`src/rtl/wimax_pkg.sv`:
```
`default_nettype none
// ============================================================================
//  Module   : wimax_pkg
//  Brief    : Shared constants and types for the WiMAX TX PPBuffer read side.
//  Revision : 1.0
// ============================================================================
package wimax_pkg;

  localparam int N_CBPS_QPSK  = 192;
  localparam int WIMAX_D_COLS = 16;
  localparam int PPB_ADDR_W   = 9;

  typedef enum logic [1:0] {
    IDLE  = 2'd0,
    READ  = 2'd1,
    DRAIN = 2'd2
  } rd_state_t;

  typedef struct packed {
    logic data;
    logic last;
  } fifo_entry_t;

endpackage : wimax_pkg
`default_nettype wire

```
`src/rtl/ppbuffer_rd_addr_gen.sv`:
```
`default_nettype none
// ============================================================================
//  Module   : ppbuffer_rd_addr_gen
//  Brief    : Bit index counter with incremental block-interleaver read address.
//  Revision : 1.0
// ============================================================================
module ppbuffer_rd_addr_gen
  import wimax_pkg::*;
#(
  parameter int N_CBPS     = N_CBPS_QPSK,
  parameter int D_COLS     = WIMAX_D_COLS,
  parameter int INTERLEAVE = 1,
  parameter int ADDR_W     = PPB_ADDR_W
) (
  input  logic              clk_i,
  input  logic              reset_i,
  input  logic              start_i,
  input  logic              step_i,
  output logic [ADDR_W-1:0] addr_o,
  output logic              last_k_o
);

  localparam int                ROWS     = N_CBPS / D_COLS;
  localparam int                COL_W    = (D_COLS > 1) ? $clog2(D_COLS) : 1;
  localparam logic [ADDR_W-1:0] K_LAST   = ADDR_W'(N_CBPS - 1);
  localparam logic [ADDR_W-1:0] ROW_STEP = ADDR_W'(ROWS);
  localparam logic [COL_W-1:0]  COL_LAST = COL_W'(D_COLS - 1);

  logic [ADDR_W-1:0] k_q, k_d;
  logic              restart;

  assign last_k_o = (k_q == K_LAST);
  // Stepping past the last index wraps so a back-to-back block needs no bubble.
  assign restart  = start_i || (step_i && last_k_o);

  always_comb begin
    k_d = k_q;
    if (restart) begin
      k_d = '0;
    end else if (step_i) begin
      k_d = k_q + ADDR_W'(1);
    end
  end

  always_ff @(posedge clk_i) begin
    if (reset_i) begin
      k_q <= '0;
    end else begin
      k_q <= k_d;
    end
  end

  generate
    if (INTERLEAVE != 0) begin : g_interleave
      logic [COL_W-1:0]  col_q, col_d;
      logic [ADDR_W-1:0] row_q, row_d;
      logic [ADDR_W-1:0] addr_q, addr_d;

      always_comb begin
        col_d  = col_q;
        row_d  = row_q;
        addr_d = addr_q;
        if (restart) begin
          col_d  = '0;
          row_d  = '0;
          addr_d = '0;
        end else if (step_i) begin
          if (col_q == COL_LAST) begin
            col_d  = '0;
            row_d  = row_q + ADDR_W'(1);
            addr_d = row_q + ADDR_W'(1);
          end else begin
            col_d  = col_q + COL_W'(1);
            addr_d = addr_q + ROW_STEP;
          end
        end
      end

      always_ff @(posedge clk_i) begin
        if (reset_i) begin
          col_q  <= '0;
          row_q  <= '0;
          addr_q <= '0;
        end else begin
          col_q  <= col_d;
          row_q  <= row_d;
          addr_q <= addr_d;
        end
      end

      assign addr_o = addr_q;
    end else begin : g_linear
      assign addr_o = k_q;
    end
  endgenerate

endmodule : ppbuffer_rd_addr_gen
`default_nettype wire

```
`src/rtl/ppbuffer_rd_ctrl.sv`:
```
`default_nettype none
// ============================================================================
//  Module   : ppbuffer_rd_ctrl
//  Brief    : PPBuffer consumer: block sequencing, read issue, 2-deep output FIFO.
//  Revision : 1.0
// ============================================================================
module ppbuffer_rd_ctrl
  import wimax_pkg::*;
#(
  parameter int N_CBPS     = N_CBPS_QPSK,
  parameter int D_COLS     = WIMAX_D_COLS,
  parameter int INTERLEAVE = 1,
  parameter int ADDR_W     = PPB_ADDR_W
) (
  input  logic              clk_i,
  input  logic              reset_i,
  input  logic              blk_ready_i,
  input  logic              q_i,
  output logic [ADDR_W-1:0] rdaddress_o,
  output logic              dout_o,
  output logic              dout_valid_o,
  input  logic              dout_ready_i,
  output logic              blk_done_o,
  output logic              overflow_o
);

  rd_state_t         state_q, state_d;
  logic              pending_q, pending_d;
  logic              overflow_q, overflow_d;
  logic              inflight_q, inflight_last_q;
  logic [ADDR_W-1:0] rdaddr_hold_q;
  logic [ADDR_W-1:0] gen_addr;
  logic              gen_last;
  logic              issue, start;
  logic              push, pop, can_issue;
  fifo_entry_t       fifo_q [2];
  logic              rd_ptr_q, wr_ptr_q;
  logic [1:0]        count_q;

  ppbuffer_rd_addr_gen #(
    .N_CBPS     (N_CBPS),
    .D_COLS     (D_COLS),
    .INTERLEAVE (INTERLEAVE),
    .ADDR_W     (ADDR_W)
  ) u_addr_gen (
    .clk_i    (clk_i),
    .reset_i  (reset_i),
    .start_i  (start),
    .step_i   (issue),
    .addr_o   (gen_addr),
    .last_k_o (gen_last)
  );

  assign push = inflight_q;
  assign pop  = (count_q != 2'd0) && dout_ready_i;
  // A pop in this cycle frees a slot in time for a new issue, sustaining 1 bit/clk.
  assign can_issue = ({1'b0, count_q} + {2'b00, inflight_q}) < (3'd2 + {2'b00, pop});

  always_comb begin
    state_d    = state_q;
    pending_d  = pending_q;
    overflow_d = overflow_q;
    start      = 1'b0;
    issue      = 1'b0;

    case (state_q)
      IDLE: begin
        if (pending_q) begin
          start   = 1'b1;
          state_d = READ;
        end
      end
      READ: begin
        if (can_issue) begin
          issue = 1'b1;
          if (gen_last) begin
            if (pending_q) begin
              start   = 1'b1;
              state_d = READ;
            end else begin
              state_d = DRAIN;
            end
          end
        end
      end
      DRAIN: begin
        if ((count_q == 2'd0) && !inflight_q) begin
          state_d = IDLE;
        end
      end
      default: state_d = IDLE;
    endcase

    if (start) begin
      pending_d = 1'b0;
    end
    if (blk_ready_i) begin
      if (pending_q && !start) begin
        overflow_d = 1'b1;
      end
      pending_d = 1'b1;
    end
  end

  always_ff @(posedge clk_i) begin
    if (reset_i) begin
      state_q    <= IDLE;
      pending_q  <= 1'b0;
      overflow_q <= 1'b0;
    end else begin
      state_q    <= state_d;
      pending_q  <= pending_d;
      overflow_q <= overflow_d;
    end
  end

  always_ff @(posedge clk_i) begin
    if (reset_i) begin
      rdaddr_hold_q   <= '0;
      inflight_q      <= 1'b0;
      inflight_last_q <= 1'b0;
      fifo_q[0]       <= '0;
      fifo_q[1]       <= '0;
      rd_ptr_q        <= 1'b0;
      wr_ptr_q        <= 1'b0;
      count_q         <= 2'd0;
    end else begin
      if (issue) begin
        rdaddr_hold_q <= gen_addr;
      end
      inflight_q      <= issue;
      inflight_last_q <= issue && gen_last;
      if (push) begin
        fifo_q[wr_ptr_q] <= '{data: q_i, last: inflight_last_q};
        wr_ptr_q         <= ~wr_ptr_q;
      end
      if (pop) begin
        rd_ptr_q <= ~rd_ptr_q;
      end
      count_q <= count_q + {1'b0, push} - {1'b0, pop};
    end
  end

  assign rdaddress_o  = issue ? gen_addr : rdaddr_hold_q;
  assign dout_o       = fifo_q[rd_ptr_q].data;
  assign dout_valid_o = (count_q != 2'd0);
  assign blk_done_o   = pop && fifo_q[rd_ptr_q].last;
  assign overflow_o   = overflow_q;

endmodule : ppbuffer_rd_ctrl
`default_nettype wire
```
`config.mk`:
```
export PLATFORM = sky130hd
export DESIGN_NAME = ppbuffer_rd_ctrl
export DESIGN_NICKNAME = d
export VERILOG_FILES = /design/src/rtl/wimax_pkg.sv /design/src/rtl/ppbuffer_rd_addr_gen.sv /design/src/rtl/ppbuffer_rd_ctrl.sv
export SDC_FILE = /design/constraint.sdc
export NUM_CORES = 1
export LEC_CHECK = 0
export CAP_MARGIN = 20
export CORE_MARGIN = 4
export CORE_UTILIZATION = 30
export CTS_CLUSTER_SIZE = 8
export DETAILED_ROUTE_END_ITERATION = 8
export PLACE_DENSITY = 0.49
export REMOVE_ABC_BUFFERS = 1
export SYNTH_ARGS = -nofsm -noshare
export SYNTH_HDL_FRONTEND = slang
export SYNTH_SLANG_ARGS = --single-unit
export TNS_END_PERCENT = 50
```
`constraint.sdc`:
```
create_clock -name clk_i -period 2.5 [get_ports clk_i]
set_clock_uncertainty 0.2 [all_clocks]
set_input_delay 0.5 -clock clk_i [delete_from_list [all_inputs] [get_ports clk_i]]
set_output_delay 0.5 -clock clk_i [all_outputs]
set_load 0.02 [all_outputs]
```
# Word-level counts from Yosys, hierarchy flattened
# Memories as Yosys holds them, arrays and structs flattened. A register that Yosys moved wholly into a read port is not among the register bits.
# Cells that the tools add are included.
# totals
ff_bits	50
ramBits	4
output_inout_bits	13
word_cells	77
mem_count	1
# mem_list
memory	words	width	read_ports	rd_clocked_by_memory_dff	write_ports	line	text
fifo_q	2	2	1	1	2	ppbuffer_rd_ctrl.sv:36	fifo_entry_t fifo_q [2];
# op_classes
n_addsub	8
order_cmp	1
eq_ne	8
n_mux	27
bitwise_logic	2
reduce_logical	17
# op_table
op	n
$add A9 B1 Y9 const B	2
$mux W9	2
$mux W1	16
$mux W2	6
$add A9 B4 Y9 const B	1
$eq A9 B8 Y1 const B	1
$ne A2 B2 Y1 const B	3
$pmux W2 S3	1
$logic_and A1 B1 Y1	5
$add A4 B1 Y4 const B	1
$eq A4 B4 Y1 const B	1
$logic_not A2 Y1	2
$mux W4	1
$reduce_and A2 Y1	2
$reduce_and A4 Y1	1
$reduce_bool A2 Y1	2
$reduce_or A2 Y1	2
$add A2 B1 Y3	1
$add A2 B1 Y3 const A	1
$lt A3 B3 Y1	1
$add A2 B1 Y2	1
$eq A2 B1 Y1 const B	1
$eq A2 B2 Y1 const B	1
$logic_not A1 Y1	2
other kinds (5)	6

# Logic depth before layout (Yosys ltp)
# depth
word_depth	9
depth_mapped	10
mapped_depth_nobuf	8

# Hierarchy
# Synthesis repeated with hierarchy kept, for this count alone.
# hier_totals
cells_unflattened	293
hier_area_um2	2806.4
# by_module_without_submodules
module	n_inst	cells_per_inst	area_per_inst_um2
ppbuffer_rd_addr_gen	1	176	1587.8
ppbuffer_rd_ctrl	1	117	1218.7

# Worst setup path before layout
# No wires, ideal clock.
# synth_timing
path_kind	reg-to-output
start	register inflight_q
end	output port rdaddress_o[6]
t_arrival_ns	1.640
required_ns	1.800
setup_slack_ns	0.160
stages_incl_launch_ff	9
cell_sequence	dfxtp_1 > ha_1 > ha_1 > nor2_1 > and2_1 > buf_2 > nand2_4 > buf_6 > mux2_2
# synth_via
elab_chain_len	5
# synth_lines
item	line	text
from (decl)	ppbuffer_rd_ctrl.sv:30	logic inflight_q, inflight_last_q;
from (signal assigned)	ppbuffer_rd_ctrl.sv:131	inflight_q <= issue;
$add A2 B1 Y3	ppbuffer_rd_ctrl.sv:57	assign can_issue = ({1'b0, count_q} + {2'b00, inflight_q}) < (3'd2 + {2'b00, pop});
$lt A3 B3 Y1	ppbuffer_rd_ctrl.sv:57	
$mux W1	ppbuffer_rd_ctrl.sv:74	if (can_issue) begin
$mux W1	ppbuffer_rd_ctrl.sv:66	case (state_q)
$mux W9	n/a	
to (decl)	ppbuffer_rd_ctrl.sv:19	output logic [ADDR_W-1:0] rdaddress_o,
# No other way between the ends.

# Worst setup path in the final report
# layout_timing
start	register count_q[0]
end	output port rdaddress_o[1]
# layout_via
elab_chain_len	7
word_cells_on_any_way	8
# layout_lines
item	line	text
from (decl)	ppbuffer_rd_ctrl.sv:38	logic [1:0] count_q;
from (signal assigned)	ppbuffer_rd_ctrl.sv:140	count_q <= count_q + {1'b0, push} - {1'b0, pop};
$reduce_bool A2 Y1	ppbuffer_rd_ctrl.sv:55	assign pop = (count_q != 2'd0) && dout_ready_i;
$logic_and A1 B1 Y1	ppbuffer_rd_ctrl.sv:55	
$add A2 B1 Y3	ppbuffer_rd_ctrl.sv:57	
$lt A3 B3 Y1 *	ppbuffer_rd_ctrl.sv:57	
$mux W1 *	ppbuffer_rd_ctrl.sv:74	
$mux W1 *	ppbuffer_rd_ctrl.sv:66	
$mux W9 *	n/a	
# Every way passes the cells marked *; elsewhere a longest branch is shown, timed or not.

==> results.rst <==
.. list-table::
   :header-rows: 1

   * - Metric
     - Value
   * - Cells on worst reg2reg path
     - 10
   * - Weighted congestion at the end of routability-driven global placement
     - 0.755
   * - DRC
     - 0
   * - Total global routing track utilization
     - 11.8%
   * - Number of buffer cells added on primary ports
     - 17
   * - Floorplan die height
     - 102 um
   * - Number of vias in the routed layout
     - 2112
   * - Setup slack of the critical path after layout
     - -0.0505 ns
   * - Filler-free cell count of the finished design
     - 438
   * - Max VDD drop
     - 265 uV
   * - Mean area per synthesized cell
     - 8.80 sq um
   * - Placed Cells incl. Taps
     - 426
   * - Number of cells produced by synthesis
     - 299
   * - Antenna Cells
     - 0
   * - FF-to-FF Start
     - count_q[0]
   * - Hold path cells
     - 2
   * - Warnings, synthesis
     - 0
   * - Cell-by-cell trace of the critical path
     - ha_4 -> ha_4 -> nor2_4 -> and2_4 -> nand2_8 -> mux2_4 -> buf_6
   * - Clk Latency, worst-skew pair
     - 0.31 ns
   * - Overflow left after global routing
     - 0
   * - CP max-delay cell
     - dfxtp_2
   * - Number of nets at the end of the flow
     - 345
   * - Setup repair after global routing missed its margin
     - true
   * - Wire length of the first global-routing pass
     - 9780 um
   * - Highest clock frequency the design can meet
     - 392 MHz
   * - Clock sink total
     - 55
   * - Endpoint of the worst hold path
     - u_addr_gen.addr_o[1]
   * - Capture point of the worst reg-to-reg path
     - u_addr_gen.addr_o[2]
   * - Seq/Total Area, Yosys
     - 43.4%
   * - Crit path capture type
     - output port
   * - Clock root buffer
     - clkbuf_8
   * - Largest delay contributor family on the critical path
     - simple AND/OR/NAND/NOR gates
   * - Mapped Area
     - 2630 sq um
   * - Hold Vio Cnt, Final
     - 0
   * - Area inside the core boundary
     - 8380 sq um
   * - Startpoint of the worst hold path
     - u_addr_gen.addr_o[1]
   * - Buffer levels on the longest clock path
     - 2
   * - Clock transition time at the flip-flop clock pins of the worst setup and hold paths
     - 0.09 ns
   * - Worst reg2reg setup slack
     - 0.21 ns
   * - Slew Limit Fails
     - 0
   * - Worst min-delay path category
     - register to register
   * - Total negative setup slack
     - -0.374 ns
   * - Slowest stage delay, CP
     - 0.35 ns
   * - Via density
     - 4.82
   * - Final antenna-violating net count
     - 0
   * - Required time of the critical path
     - 1.80 ns
   * - Share of post-route cells with drive strength above 1
     - 18.6%
   * - Die X-Extent
     - 102 um
   * - Pin count of the biggest net entering global routing
     - 32
   * - Routed len/inst
     - 12.9 um
   * - Sort of element at the start of the critical path
     - register
   * - Ports placed on the boundary
     - 18
   * - Post-CTS Hold Buffers
     - 0
   * - Total half-perimeter wirelength after legalization and detailed placement
     - 3850 um
   * - Violated checks
     - setup timing
   * - Effective utilization at floorplan
     - 31.4%
   * - Run status
     - finished, violations left
   * - Area delta synth->final
     - 23.7%
   * - Total die area
     - 10300 sq um
   * - Floorplan row count
     - 33
   * - Worst setup path category
     - register to output port
   * - Worst slew margin relative to its limit
     - 72.2%
   * - Lkg Pwr
     - 1.26 nW
   * - Post-detailed-routing wire length
     - 5670 um
   * - Arrival time of the worst setup path
     - 1.85 ns
   * - Post-place setup slack
     - -0.450 ns
   * - H-tree depth
     - 2
   * - Slew @ Worst Pin
     - 0.417 ns
   * - Clock period minus final worst setup slack
     - 2.55 ns
   * - Crit path buf inv count
     - 1
   * - Largest fanout of any net on the critical path
     - 7
   * - Number of antenna violations at the first check in global routing
     - 0
   * - Number of library cell types mapped by synthesis
     - 49
   * - Number of clock buffers inserted by TritonCTS
     - 5
   * - Final period utilization
     - 102%
   * - Number of DRC violations after detailed-routing iteration 0
     - 106
   * - CTS tree
     - yes
   * - WHS
     - 0.259 ns
   * - Pre-antenna DRT Iters
     - 4
   * - Setup violations, final
     - 9
   * - Dominant register cell in the synthesized netlist
     - dfxtp_1
   * - Areal power density over the cells
     - 658 nW/um^2
   * - Count of max-cap constraint violations
     - 0
   * - Post-synthesis sequential element count
     - 55
   * - Crit path top cell by count
     - ha_4
   * - Number of global-route vias before repair
     - 2029
   * - Number of enable-type register cells in the synthesized netlist
     - 4
   * - Synth async-reset ratio
     - 0%
-- synthesized netlist by cell type, types with 2 or more instances --
library cell	count	share of area [%]
nand3_1	25	4.8
nor2b_1	10	2.4
ha_1	8	3.8
xor2_1	18	6.0
a21oi_1	20	3.8
nand2_1	24	3.4
or4_1	2	0.57
dfxtp_1	51	39
nor2_1	38	5.4
buf_2	7	1.3
edfxtp_1	4	4.6
and2_0	2	0.48
and2_1	2	0.48
nand4_1	3	0.71
and3_1	6	1.4
xnor2_1	6	2.0
a311oi_1	2	0.67
mux2_2	10	4.3
o21ai_0	9	1.7
o211ai_1	2	0.57
clkbuf_1	5	0.71
nand2b_1	6	1.4
or3_1	3	0.71
nor3_1	7	1.3
inv_1	5	0.71
-- how the worst max path moves through the flow --
stage,endpoint,slack [ns],startpoint,cells after the start
6_report,rdaddress_o[1],-0.05,count_q[0],7
5_1_grt,rdaddress_o[6],-0.12,count_q[0],7
4_1_cts,rdaddress_o[1],-0.08,count_q[0],7
3_5_place_dp,rdaddress_o[1],-0.45,dout_ready_i,6
3_3_place_gp,rdaddress_o[1],-0.45,dout_ready_i,6
2_1_floorplan,rdaddress_o[0],0.06,inflight_q,6
-- registers in the layout (all words and copies together), names as in the netlist, named ones only --
register                       count
state_q                            2
u_addr_gen.g_interleave.row_q      9
wr_ptr_q                           1
inflight_q                         1
inflight_last_q                    1
u_addr_gen.g_interleave.col_q      4
count_q                            2
pending_q                          1
rdaddr_hold_q                      9
u_addr_gen.k_q                     9
fifo_q                             4
overflow_o                         1
rd_ptr_q                           1
u_addr_gen.addr_o                  9
-- cells by family after synthesis --
logic type	after synthesis	synth area share, %
xor+xnor	24	7.99
mux	11	4.66
simple gates	138	26.4
buf+inv	20	3.66
fa+ha+maj	8	3.81
flops	55	43.4
compound gates	43	10.1
-- per-stage QoR --
step	power, W	utilization (%)	instance area [sq um]
after global placement	0.00156	36.0	3020
after CTS	0.00216	38.6	3240
after global routing	0.00228	38.8	3250
final	0.00214	38.8	3250
after floorplan	0.00133	-	2550
after detailed placement	0.00156	36.0	3020
-- layout by cell type (no fill, tap or decap), drive strengths merged, types with 7 or more instances in the layout --
cell   count
o21ai     11
nand3     25
a21oi     20
nor2      39
buf       32
mux2      10
dfxtp     51
nand2     26
nor3       7
xor2      18
nor2b     10
ha         8
-- power breakdown --
| group | internal, W | total, W | switching [W] |
|---|---|---|---|
| Combinational | 0.000324 | 0.000681 | 0.000357 |
| Sequential | 0.000942 | 0.000987 | 0.0000448 |
| Clock | 0.000191 | 0.000474 | 0.000283 |
| Total | 0.00146 | 0.00214 | 0.000684 |
-- repair_timing --
item,in CTS,in global routing
setup buffers,2,1
resized for setup,77,3
pin swaps,5,3
cloned,1,0
setup endpoints to repair,10,10
-- worst register-to-register path: cells and delay by family, from the launching register on --
kind | cells | cell delay (ns)
AO/OA/AOI/OAI | 1 | 0.15
adder cells (fa/ha/maj) | 2 | 0.32
buffers and inverters | 3 | 0.51
flip-flops | 1 | 0.35
AND/OR/NAND/NOR | 4 | 0.67
-- layout make-up --
class	instances	area [sq um]
Multi-Input combinational cell	225	1490
Clock inverter	3	15.0
Tap cell	105	131
Inverter	5	18.8
Fill cell	867	5130
Sequential cell	55	1140
Timing Repair Buffer	40	384
Clock buffer	5	68.8
-- per-layer routing --
layer | wire length [um] | track usage [%] | vias up
met5 | 0 | 0 | -
met4 | 75 | 4.09 | 0
met3 | 162 | 2.34 | 7
met2 | 2620 | 19.4 | 23
met1 | 2820 | 15.6 | 985
li1 | - | - | 1097
Power figures use the tool's default switching activity.
